===== src/rtl/mem_arbiter.sv =====
// rtl/mem_arbiter.sv - shared main-memory port arbiter for I-cache fills, D-cache fills and D-cache stores
module mem_arbiter #(
  parameter int ADDR_W    = 16,
  parameter int DATA_W    = 16,
  parameter int BLK_WORDS = 8
) (
  input  logic                         clk,
  input  logic                         rst,
  input  logic                         ic_miss_req,
  input  logic [ADDR_W-1:0]            ic_miss_addr,
  input  logic                         dc_miss_req,
  input  logic [ADDR_W-1:0]            dc_miss_addr,
  input  logic                         dc_wr_req,
  input  logic [ADDR_W-1:0]            dc_wr_addr,
  input  logic [DATA_W-1:0]            dc_wr_data,
  output logic                         ic_fill_we,
  output logic                         dc_fill_we,
  output logic [$clog2(BLK_WORDS)-1:0] fill_word,
  output logic [DATA_W-1:0]            fill_data,
  output logic                         ic_fill_done,
  output logic                         dc_fill_done,
  output logic                         dc_wr_ack,
  output logic                         mem_en,
  output logic                         mem_wr,
  output logic [ADDR_W-1:0]            mem_addr,
  output logic [DATA_W-1:0]            mem_wdata,
  input  logic [DATA_W-1:0]            mem_rdata,
  input  logic                         mem_rvalid,
  output logic                         busy
);

  localparam int WORD_W = $clog2(BLK_WORDS);
  localparam int ISS_W  = WORD_W + 1;
  // Byte offset bits inside one block (2 bytes per word).
  localparam logic [ADDR_W-1:0] BLK_MASK = ADDR_W'(BLK_WORDS * 2 - 1);

  typedef enum logic [1:0] {IDLE, WRITE, FILL_D, FILL_I} state_t;

  state_t              state_q;
  logic [ISS_W-1:0]    iss_q;
  logic [WORD_W-1:0]   rcv_q;
  logic [ADDR_W-1:0]   base_q;
  logic                mem_en_q;
  logic                mem_wr_q;
  logic [ADDR_W-1:0]   mem_addr_q;
  logic [DATA_W-1:0]   mem_wdata_q;
  logic                wr_ack_q;

  logic [ADDR_W-1:0]   ic_base;
  logic [ADDR_W-1:0]   dc_base;
  logic [ADDR_W-1:0]   next_rd_addr;
  logic                rcv_last;
  logic                iss_more;

  // Block base addresses and the address of the next pipelined read.
  always_comb begin
    ic_base      = ic_miss_addr & ~BLK_MASK;
    dc_base      = dc_miss_addr & ~BLK_MASK;
    next_rd_addr = base_q + (ADDR_W'(iss_q) << 1);
    rcv_last     = (rcv_q == WORD_W'(BLK_WORDS - 1));
    iss_more     = (iss_q < ISS_W'(BLK_WORDS));
  end

  // Arbitration FSM; the memory request is registered so the first read
  // goes out in the cycle right after the grant edge.
  always_ff @(posedge clk) begin
    if (rst) begin
      state_q     <= IDLE;
      iss_q       <= '0;
      rcv_q       <= '0;
      base_q      <= '0;
      mem_en_q    <= 1'b0;
      mem_wr_q    <= 1'b0;
      mem_addr_q  <= '0;
      mem_wdata_q <= '0;
      wr_ack_q    <= 1'b0;
    end else begin
      case (state_q)
        IDLE: begin
          mem_en_q <= 1'b0;
          mem_wr_q <= 1'b0;
          wr_ack_q <= 1'b0;
          if (dc_wr_req) begin
            state_q     <= WRITE;
            mem_en_q    <= 1'b1;
            mem_wr_q    <= 1'b1;
            mem_addr_q  <= dc_wr_addr;
            mem_wdata_q <= dc_wr_data;
            wr_ack_q    <= 1'b1;
          end else if (dc_miss_req) begin
            state_q    <= FILL_D;
            base_q     <= dc_base;
            mem_en_q   <= 1'b1;
            mem_addr_q <= dc_base;
            iss_q      <= ISS_W'(1);
          end else if (ic_miss_req) begin
            state_q    <= FILL_I;
            base_q     <= ic_base;
            mem_en_q   <= 1'b1;
            mem_addr_q <= ic_base;
            iss_q      <= ISS_W'(1);
          end
        end
        WRITE: begin
          state_q  <= IDLE;
          mem_en_q <= 1'b0;
          mem_wr_q <= 1'b0;
          wr_ack_q <= 1'b0;
        end
        FILL_D, FILL_I: begin
          if (iss_more) begin
            mem_en_q   <= 1'b1;
            mem_addr_q <= next_rd_addr;
            iss_q      <= iss_q + ISS_W'(1);
          end else begin
            mem_en_q <= 1'b0;
          end
          if (mem_rvalid) begin
            if (rcv_last) begin
              state_q  <= IDLE;
              rcv_q    <= '0;
              iss_q    <= '0;
              mem_en_q <= 1'b0;
            end else begin
              rcv_q <= rcv_q + WORD_W'(1);
            end
          end
        end
        default: state_q <= IDLE;
      endcase
    end
  end

  // Returned words are steered straight to the cache that owns the fill.
  always_comb begin
    ic_fill_we   = (state_q == FILL_I) && mem_rvalid;
    dc_fill_we   = (state_q == FILL_D) && mem_rvalid;
    ic_fill_done = ic_fill_we && rcv_last;
    dc_fill_done = dc_fill_we && rcv_last;
  end

  assign fill_word = rcv_q;
  assign fill_data = mem_rdata;
  assign dc_wr_ack = wr_ack_q;
  assign mem_en    = mem_en_q;
  assign mem_wr    = mem_wr_q;
  assign mem_addr  = mem_addr_q;
  assign mem_wdata = mem_wdata_q;
  assign busy      = (state_q != IDLE);

endmodule


===== config.mk =====
export PLATFORM = sky130hd
export DESIGN_NAME = mem_arbiter
export DESIGN_NICKNAME = d
export VERILOG_FILES = /design/src/rtl/mem_arbiter.sv
export SDC_FILE = /design/constraint.sdc
export NUM_CORES = 1
export LEC_CHECK = 0
export BUFFER_PORTS_ARGS = -buffer_cell sky130_fd_sc_hd__buf_2
export CAP_MARGIN = 0
export CORE_MARGIN = 1
export CORE_UTILIZATION = 46
export CTS_CLUSTER_SIZE = 8
export DETAILED_ROUTE_END_ITERATION = 12
export GPL_ROUTABILITY_DRIVEN = 0
export PLACE_DENSITY = 0.9
export SLEW_MARGIN = 20
export SYNTH_ARGS = -nofsm -noshare
export SYNTH_HDL_FRONTEND = slang
export SYNTH_SLANG_ARGS = --single-unit

===== constraint.sdc =====
create_clock -name clk -period 2.1 [get_ports clk]
set_input_delay 0 -clock clk [delete_from_list [all_inputs] [get_ports clk]]
set_output_delay 0 -clock clk [all_outputs]
set_load 0.02 [all_outputs]

* After elaboration in Yosys (flattened, before gate mapping) *
Cells that the tools add are included.

word-level totals
  output and inout port bits = 59
  flip-flop bits (word level) = 59

operators by class
  $add $sub $neg = 3
  order comparisons = 1
  mux-type cells = 28
  reduce and logical (&&, ||, !) cells = 16
  equality and inequality tests = 10
  bitwise gates (word level) = 1

operators with widths
  kind                 count
  $mux 16              4
  $pmux 16 s2          1
  $mux 4               6
  $add 16x5->16        1
  $reduce_and 3->1     4
  $mux 2               5
  $ne 2x2->1 const B   4
  $pmux 4 s2           1
  $reduce_bool 2->1    4
  $mux 1               7
  $pmux 2 s3           1
  $add 4x1->4 const B  1
  $eq 2x2->1 const B   2
  $logic_and 1x1->1    4
  $lt 4x4->1 const B   1
  $ne 4x4->1 const B   1
  $reduce_and 2->1     2
  $add 3x1->3 const B  1
  $eq 3x3->1 const B   1
  $mux 3               1
  $ne 3x3->1 const B   1
  $pmux 1 s3           1
  $eq 2x1->1 const B   1
  $logic_not 2->1      1
  other kinds (3)      3

* Logic depth before layout (Yosys ltp) *
Gate-level depths: netlist of run 1.

  depth after elaboration = 5
  depth in mapped cells = 6
  gate-level depth less buffers = 6

* Worst setup path after synthesis of run 1 *
No wires, ideal clock.

  path type = reg-to-reg
  start = reg rcv_q[0], in the netlist fill_word[0]
  end = reg iss_q[2]
  stages on the path, launching flop included = 6
  arrival time = 1670 ps
  library setup time = 103 ps
  path slack = 326 ps
  required time = 1997 ps
  period minus slack after synthesis = 1774 ps
  cell sequence = dfxtp_1 -> ha_1 -> ha_1 -> a21bo_1 -> or3_1 -> a2111oi_2

between the ends
  longest elaborated chain between the ends = 4

RTL lines
  element                   RTL line  RTL
  start: declaration        41        logic [WORD_W-1:0] rcv_q;
  start signal: assignment  125       rcv_q <= rcv_q + WORD_W'(1);
  $eq 3x3->1                60        rcv_last = (rcv_q == WORD_W'(BLK_WORDS - 1));
  $mux 4                    119       if (rcv_last) begin
  $mux 4                    118       if (mem_rvalid) begin
  $pmux 4 s2                78        case (state_q)
  end signal: assignment    114       iss_q <= iss_q + ISS_W'(1);
  end: declaration          40        logic [ISS_W-1:0] iss_q;

Every way passes these cells.
A chain may end at the register's enable or synchronous reset.

* Final worst setup path of run 1 *
  start = reg state_q[1]
  end = out dc_fill_done

between the ends
  longest elaborated chain between the ends = 3

RTL lines
  element                   RTL line  RTL
  start: declaration        39        state_t state_q;
  start signal: assignment  68        state_q <= IDLE;
  start signal: assignment  84        state_q <= WRITE;
  start signal: assignment  91        state_q <= FILL_D;
  $eq 2x2->1                137       dc_fill_we = (state_q == FILL_D) && mem_rvalid;
  $logic_and 1x1->1         137
  $logic_and 1x1->1         139       dc_fill_done = dc_fill_we && rcv_last;
  end: declaration          21        output logic dc_fill_done,

Every way passes these cells.

==> results of run 1 <==
## critical path, delay by kind of cell, from the launching register on
kind	cells	cell delay [ns]
simple gates	1	0.30
buf+inv	3	0.72
flops	1	0.50
## cells by family (layout without fill, tap and decap cells)
family	Yosys count	in the layout	synth area share (%)
simple gates	117	117	19.2
compound gates	85	85	20.8
fa+ha+maj	5	5	2.16
xor+xnor	3	3	0.909
buf+inv	45	146	9.48
mux	25	25	9.35
flops	55	55	38.1
## metal layers
layer	wire length, µm	global-route usage [%]	vias up
met1	3170	28.6	1298
met2	3970	43.1	109
met3	492	5.06	23
met4	190	10.4	0
met5	0	0	-
li1	-	-	1360
## power by group
part | switching [W] | internal (W) | total, W
clock | 0.000362 | 0.000233 | 0.000596
combinational | 0.000396 | 0.000285 | 0.000681
sequential | 0.0000738 | 0.00114 | 0.00121
total | 0.000832 | 0.00166 | 0.00249
## what timing repair did
item                      in CTS  in global routing
hold buffers                  20                  0
gates resized for setup        0                  0
hold endpoints to repair      20                  0
## placed cells by master (no fill, tap or decap), drive strengths merged, types with 3 or more instances in the layout
cell / n
a22oi: 6
a221oi: 3
nand2: 48
nor2: 29
nor3: 13
buf: 111
a211oi: 10
mux2: 13
nor2b: 4
o21a: 3
xnor2: 3
mux2i: 12
clkbuf: 5
nor4: 5
dlygate4sd3: 20
inv: 6
ha: 5
nand2b: 3
nand3: 7
dfxtp: 55
a21oi: 34
o21ai: 14
## per-stage QoR
step | utilization [%] | worst slack [ns] | power (W)
after floorplan | - | 0.326 | 0.00172
after detailed placement | 55.3 | 0.334 | 0.00188
final | 60.1 | 0.267 | 0.00249
after global placement | 55.3 | 0.378 | 0.00185
after CTS | 60.1 | 0.281 | 0.00249
after global routing | 60.1 | 0.163 | 0.00262
## worst max path at each step
stage                    to  slack (ns)  depth (start not counted)
6_report       dc_fill_done        0.27                          4
5_1_grt        dc_fill_done        0.16                          4
4_1_cts        dc_fill_done        0.28                          4
3_5_place_dp       iss_q[2]        0.33                          5
3_3_place_gp       iss_q[2]        0.38                          5
2_1_floorplan      iss_q[2]        0.33                          5
## final cells by class
class | count | area, µm² | share of cell area (%)
tap | 75 | 93.8 | 2.61
timing repair buffer | 131 | 773 | 21.5
clock inverter | 3 | 20.0 | 0.556
clock buffer | 5 | 68.8 | 1.91
sequential | 55 | 1100 | 30.6
inverter | 7 | 26.3 | 0.730
multi-input combinational | 235 | 1520 | 42.1
## registers in the layout, indices dropped and copies added, names as in the netlist
name and count:
base_q 12, mem_wdata 16, fill_word 3, state_q 2, mem_addr 16, mem_en 1
iss_q 4, dc_wr_ack 1
==> results.cfg, run 1 <==
[floorplan]
start_util_pct = 48.3
core-area_mm2 = 0.00599
die-height_um = 81.3
placementRows = 28
io_pins = 145
die_area_mm2 = 0.00661
die_x_um = 81.3

[timing]
rsz0062_at_grt = no
holdWs_ns = 0.00000883
min_period_ns = 1.83
fin_tns_setup_ns = 0
fin_skew_ns = 0.00531
max_slew_margin_pct = 58.1
drv_slew = 0
post-route-period-util_pct = 87.3
hold_viol_final = 0
finalSetupViolations = 0
fmax_mhz = 546
worstMarginPinSlew_ns = 0.628

[synthesis]
synth_edf_count = 0
ys_ff_latch = 55
syn_area_per_cell_um2 = 8.63
ys_seq_area_share_pct = 38.1
synth_flop_cell = dfxtp_1
synthMostInstantiatedCell = dfxtp_1
synth_warnings = 0
async_flop_share_pct = 0
syn_area_mm2 = 0.00289
netlist_top_cells_count = 55 x dfxtp_1, 48 x nand2_1, 28 x a21oi_1
synth_top_cell_by_area = dfxtp_1
synth.area.top_cells = dfxtp_1 38%, nand2_1 6.2%, a21oi_1 4.8%, buf_4 4.7%, mux2_2 4.7%
synthesis.nets = 426
synth_cells = 335
netlist.area_leader.share_pct = 38.1
ys_types = 56

[setup_path]
worst_ep_arrival_time_ns = 1.83
crit_chain = buf_4 -> clkinv_1 -> nor3_1 -> buf_2
startpoint_type = flip-flop
crit_path_end_kind = primary output
critical_path_class = flip-flop to primary output
worstReg2RegEnd = iss_q[2]
cp-startpoint = state_q[1]
critPathMaxFanout = 15
r2r_cells = 5
rr_startpoint = fill_word[0]
worstPathRequired_ns = 2.10
r2r_slack_ns = 0.31
cpMaxStageDelayCell = dfxtp_1
critPathMaxStageDelay_ns = 0.50

[routing]
wire_per_inst_um = 15.3
routed_wirelength_mm = 7.82
dr.pass1.iters = 4
final_antenna_net_count = 0
drt_drc_violations_left = 0
route.vias.total = 2790
drtIter0Drc = 144
viasPerCell = 5.46

[finish]
antenna_cells = 0
fillers = 527
stdcell_count = 511
syn_to_final_growth_pct = 24.5
fin_nets = 526
drive_gt1_share_pct = 35.6
postLayoutCellArea_mm2 = 0.00360

[cts]
clk_latency_ns = 0.31
htreeDepth = 2
numCtsBuffers = 5
clk_pin_slew_ns = 0.10
clockBufferDepth = 2
clock-sinks = 55
cts_tree = built
cts_root_buffer = clkbuf_8
cts_setup_buffers = 0

[placed_design]
placed_cells = 483
portBuffers = 104
place_hpwl_mm = 5.46
place_area_mm2 = 0.00331

[grt]
grt_pass1_wl_mm = 12.4
grt.total_usage_pct = 24.5
antenna_found_initial = 0
grt_pass1_vias = 2714
overflow = 0
grt_max_degree = 38

[hold_path]
holdPathStages = 0
min_path_type = primary input to primary output
hold_path_end = fill_data[4]
hp-start = mem_rdata[4]

[flow_run]
cap_violations = 0

[power_and_ir_drop]
power_leakage_nw = 1.58
ir_drop_uv = 417
power.density_mw_per_mm2 = 691

[run_status]
status = finished clean
Note: power is estimated with default switching activity, not from simulation.
==> run 2, diff against run 1 <==
--- a/config.mk
+++ b/config.mk
@@ -5,7 +5,7 @@
 export SDC_FILE = /design/constraint.sdc
 export NUM_CORES = 1
 export LEC_CHECK = 0
-export BUFFER_PORTS_ARGS = -buffer_cell sky130_fd_sc_hd__buf_2
+export BUFFER_PORTS_ARGS = -buffer_cell sky130_fd_sc_hd__buf_4
 export CAP_MARGIN = 0
 export CORE_MARGIN = 1
 export CORE_UTILIZATION = 46
==> run 2 against run 1 <==
Cell count decreased by 0.39%. Sequential share of layout area decreased by 2.2 points. Sequential power about the same. Utilization grew 4.6 points. Combinational power up 10%. Worst setup slack better by 0.011 ns. Highest routed layer unchanged. Die area did not move. Largest power group unchanged. First-iteration DRC count is 53% higher. Clock-buffer cell count is 1 higher. Power up 8.6%.
==> results.cfg, run 2 (same netlist as run 1, synthesis figures left out) <==
[routing]
drt_drc_violations_left = 0
wire_per_inst_um = 15.6
dr.pass1.iters = 4
final_antenna_net_count = 0
drtIter0Drc = 221
viasPerCell = 5.59
routed_wirelength_mm = 7.93
route.vias.total = 2846

[timing]
rsz0062_at_grt = no
post-route-period-util_pct = 86.8
max_slew_margin_pct = 55.9
layout_setup_ws_ns = 0.278
hold_viol_final = 0
worstMarginPinSlew_ns = 0.660
drv_slew = 0
finalSetupViolations = 0
fin_skew_ns = 0.00449
fmax_mhz = 549
fin_tns_setup_ns = 0
min_period_ns = 1.82

[grt]
grt_pass1_vias = 2766
grt_max_degree = 54
overflow = 0
grt.total_usage_pct = 24.9
grt_pass1_wl_mm = 12.6
antenna_found_initial = 0

[setup_path]
rr_startpoint = state_q[1]
critical_path_class = flip-flop to primary output
critPathMaxFanout = 15
crit_path_end_kind = primary output
cp-startpoint = state_q[1]
startpoint_type = flip-flop
r2r_cells = 5
r2r_slack_ns = 0.28
worstPathRequired_ns = 2.10
worstReg2RegEnd = mem_wdata[4]
worst_ep_arrival_time_ns = 1.82

[hold_path]
hp-start = mem_rdata[4]
hold_path_end = fill_data[4]
holdPathStages = 0
min_path_type = primary input to primary output

[finish]
antenna_cells = 0
drive_gt1_share_pct = 35.3
syn_to_final_growth_pct = 34.0
fin_nets = 524
postLayoutCellArea_mm2 = 0.00387
final_cell_mix = 109 x buf_4, 55 x dfxtp_1, 48 x nand2_1, 28 x a21oi_1, 27 x nor2_1
final_common_cell = buf_4

[placed_design]
place_area_mm2 = 0.00356
portBuffers = 104
place_hpwl_mm = 5.51
place_ws_ns = 0.346

[floorplan]
io_pins = 145
die_x_um = 81.3
core-area_mm2 = 0.00599
start_util_pct = 48.3
placementRows = 28
die-height_um = 81.3
die_area_mm2 = 0.00661

[cts]
clock-sinks = 55
numCtsBuffers = 5
htreeDepth = 2
clk_latency_ns = 0.31
clockBufferDepth = 2
cts_tree = built
cts_root_buffer = clkbuf_8
clk_pin_slew_ns = 0.10

[power_and_ir_drop]
ir_drop_uv = 580
power.density_mw_per_mm2 = 697
power_leakage_nw = 1.65

[run_status]
status = finished clean

[flow_run]
cap_violations = 0
[run 2: worst max-delay path by stage]
stage | endpoint | cells after the start
after global routing | mem_wdata[4] | 5
after CTS | iss_q[2] | 5
final | ic_fill_done | 4
after global placement | iss_q[2] | 5
after floorplan | iss_q[2] | 5
after detailed placement | iss_q[2] | 5
[run 2: where the power goes]
part           switching (W)  internal [W]
combinational       0.000401      0.000350
sequential         0.0000757       0.00114
clock               0.000351      0.000386
[run 2: layout make-up]
type | count | area [µm²]
multi-input combinational | 235 | 1520
tap | 75 | 93.8
clock buffer | 6 | 82.6
fill | 495 | 2120
clock inverter | 2 | 35.0
sequential | 55 | 1100
timing repair buffer | 129 | 1020
inverter | 7 | 26.3
[run 2: layer usage]
metal,vias up,part of all wire (%),global-route usage [%]
li1,1363,-,-
met1,1344,40,28.1
met2,119,50,43.3
met3,20,7.1,6.18
met4,0,2.5,12.1
met5,-,0,0
[run 2: repair_timing]
item,4_1_cts,5_1_grt
gates resized for setup,0,0
setup buffers,0,0
hold buffers,20,0
hold endpoints to repair,20,0
[run 2: critical path, cell delays in order, from the launching register on]
cell	delay [ns]
dfxtp_1	0.50
buf_4	0.27
clkinv_1	0.27
nor3_1	0.29
buf_4	0.18
[run 2: per-stage QoR]
stage | util (%) | hold WS, ns | std cells | total power [W]
6_report | 64.7 | 0.00000775 | 509 | 0.00270
3_5_place_dp | 59.4 | 0.000137 | 481 | 0.00195
5_1_grt | 64.7 | 0.0000292 | 509 | 0.00282
4_1_cts | 64.7 | 0.000137 | 509 | 0.00270
3_3_place_gp | 59.4 | 0.000137 | 481 | 0.00192
2_1_floorplan | - | 0.113 | 335 | 0.00172
==> run 3, diff against run 2 <==
--- a/config.mk
+++ b/config.mk
@@ -13,6 +13,7 @@
 export DETAILED_ROUTE_END_ITERATION = 12
 export GPL_ROUTABILITY_DRIVEN = 0
 export PLACE_DENSITY = 0.9
+export RECOVER_POWER = 100
 export SLEW_MARGIN = 20
 export SYNTH_ARGS = -nofsm -noshare
 export SYNTH_HDL_FRONTEND = slang
==> run 3 against run 2 <==
Flip-flop and latch count did not move. Register-to-register slack got worse by 0.05 ns. Non-clock buffer count did not move. Maximum frequency fell by 4.8%. Sequential share of layout area rose by 1.5 points. Power fell by 2.7%. Sequential power barely moved. Die area did not move. Clock power fell by 0.5%. Routed wire length rose by 0.25%. Critical path type unchanged. Critical endpoint unchanged. Largest cell class unchanged.
==> results.cfg, run 3 (same netlist as run 1, synthesis figures left out) <==
[run_status]
status = finished clean

[setup_path]
rr_startpoint = iss_q[3]
path_buf_inv = 3
worst_ep_arrival_time_ns = 1.91
cpMaxStageDelayCell = dfxtp_1
worstPathRequired_ns = 2.10
startpoint_type = flip-flop
critPathMaxStageDelay_ns = 0.49
cp-startpoint = state_q[1]
critical_path_class = flip-flop to primary output
crit_path_end_kind = primary output
crit_chain = buf_4 -> clkinv_1 -> nor3_1 -> clkbuf_1
cp_top_family = buffers and inverters
critPathMaxFanout = 15

[timing]
finalSetupViolations = 0
fmax_mhz = 523
worstMarginPinSlew_ns = 0.666
max_slew_margin_pct = 55.5
hold_viol_final = 0
drv_slew = 0
post-route-period-util_pct = 91.1
rsz0062_at_grt = no
layout_setup_ws_ns = 0.187
fin_skew_ns = 0.00418
fin_tns_setup_ns = 0
min_period_ns = 1.91

[placed_design]
place_hpwl_mm = 5.51
portBuffers = 104
place_area_mm2 = 0.00356
place_ws_ns = 0.346
placed_cells = 481

[floorplan]
placementRows = 28
start_util_pct = 48.3
die_x_um = 81.3
die-height_um = 81.3
core-area_mm2 = 0.00599
io_pins = 145
die_area_mm2 = 0.00661

[cts]
clockBufferDepth = 2
cts_tree = built
numCtsBuffers = 5
clk_pin_slew_ns = 0.10
htreeDepth = 2
clock-sinks = 55
clk_latency_ns = 0.31
cts_setup_buffers = 0
hold_buffers = 20
cts_root_buffer = clkbuf_8
cts_resized = 0

[routing]
viasPerCell = 5.56
final_antenna_net_count = 0
drt_drc_violations_left = 0
dr.pass1.iters = 4
route.vias.total = 2831
drtIter0Drc = 251
wire_per_inst_um = 15.6
routed_wirelength_mm = 7.95

[finish]
final_common_cell = buf_4
final_cell_mix = 63 x buf_4, 55 x dfxtp_1, 48 x nand2_1, 45 x clkbuf_1, 28 x a21oi_1
antenna_cells = 0
syn_to_final_growth_pct = 27.4
fin_nets = 524
stdcell_count = 509
postLayoutCellArea_mm2 = 0.00368
fin_util_pct = 61.5
drive_gt1_share_pct = 24.2

[hold_path]
min_path_type = primary input to primary output
hp-start = mem_rdata[4]

[grt]
antenna_found_initial = 0
overflow = 0
grt_max_degree = 54
grt.total_usage_pct = 24.9
grt_pass1_vias = 2766
grt_pass1_wl_mm = 12.6

[power_and_ir_drop]
power.density_mw_per_mm2 = 713
power_leakage_nw = 1.47
ir_drop_uv = 572

[flow_run]
cap_violations = 0
-- run 3: worst reg2reg max path, cell delays in order (launching register included) --
cell and delay, ns:
dfxtp_1 0.45, ha_1 0.21, nand3_1 0.27, nor4_1 0.51, xnor2_1 0.19, o22ai_1 0.10
-- run 3: final timing paths --
check	slack (ns)	cells after the start	endpoint
worst min register to register	0.46	2	mem_wdata[8]
worst max register to register	0.23	5	mem_addr[15]
worst max-delay path	0.19	4	ic_fill_done
worst min-delay path	0.000008	0	fill_data[4]
-- run 3: cell type report --
class / instances / area, µm²
clock buffers: 6 / 82.6
clock inverters: 2 / 35.0
fillers: 548 / 2310
inverters: 7 / 26.3
multi-input cells: 235 / 1500
flip-flops and latches: 55 / 1100
well taps: 75 / 93.8
repair buffers: 129 / 847
-- run 3: routing by layer --
metal | GRT usage (%) | up-vias | wire length, µm
li1 | - | 1362 | -
met1 | 28.1 | 1318 | 3180
met2 | 43.3 | 128 | 3950
met3 | 6.18 | 23 | 615
met4 | 12.1 | 0 | 208
met5 | 0 | - | 0
-- run 3: through the flow --
| step | hold slack [ns] | total power [W] |
|---|---|---|
| final | 0.00000775 | 0.00263 |
| after global routing | 0.0000292 | 0.00275 |
| after CTS | 0.000137 | 0.00270 |
| after detailed placement | 0.000137 | 0.00195 |
| after global placement | 0.000137 | 0.00192 |
| after floorplan | 0.113 | 0.00172 |
-- run 3: where the power goes --
group	switching [W]	internal (W)	total (W)
registers	0.0000737	0.00114	0.00121
clock network	0.000347	0.000386	0.000733
logic	0.000398	0.000284	0.000682
total	0.000818	0.00181	0.00263
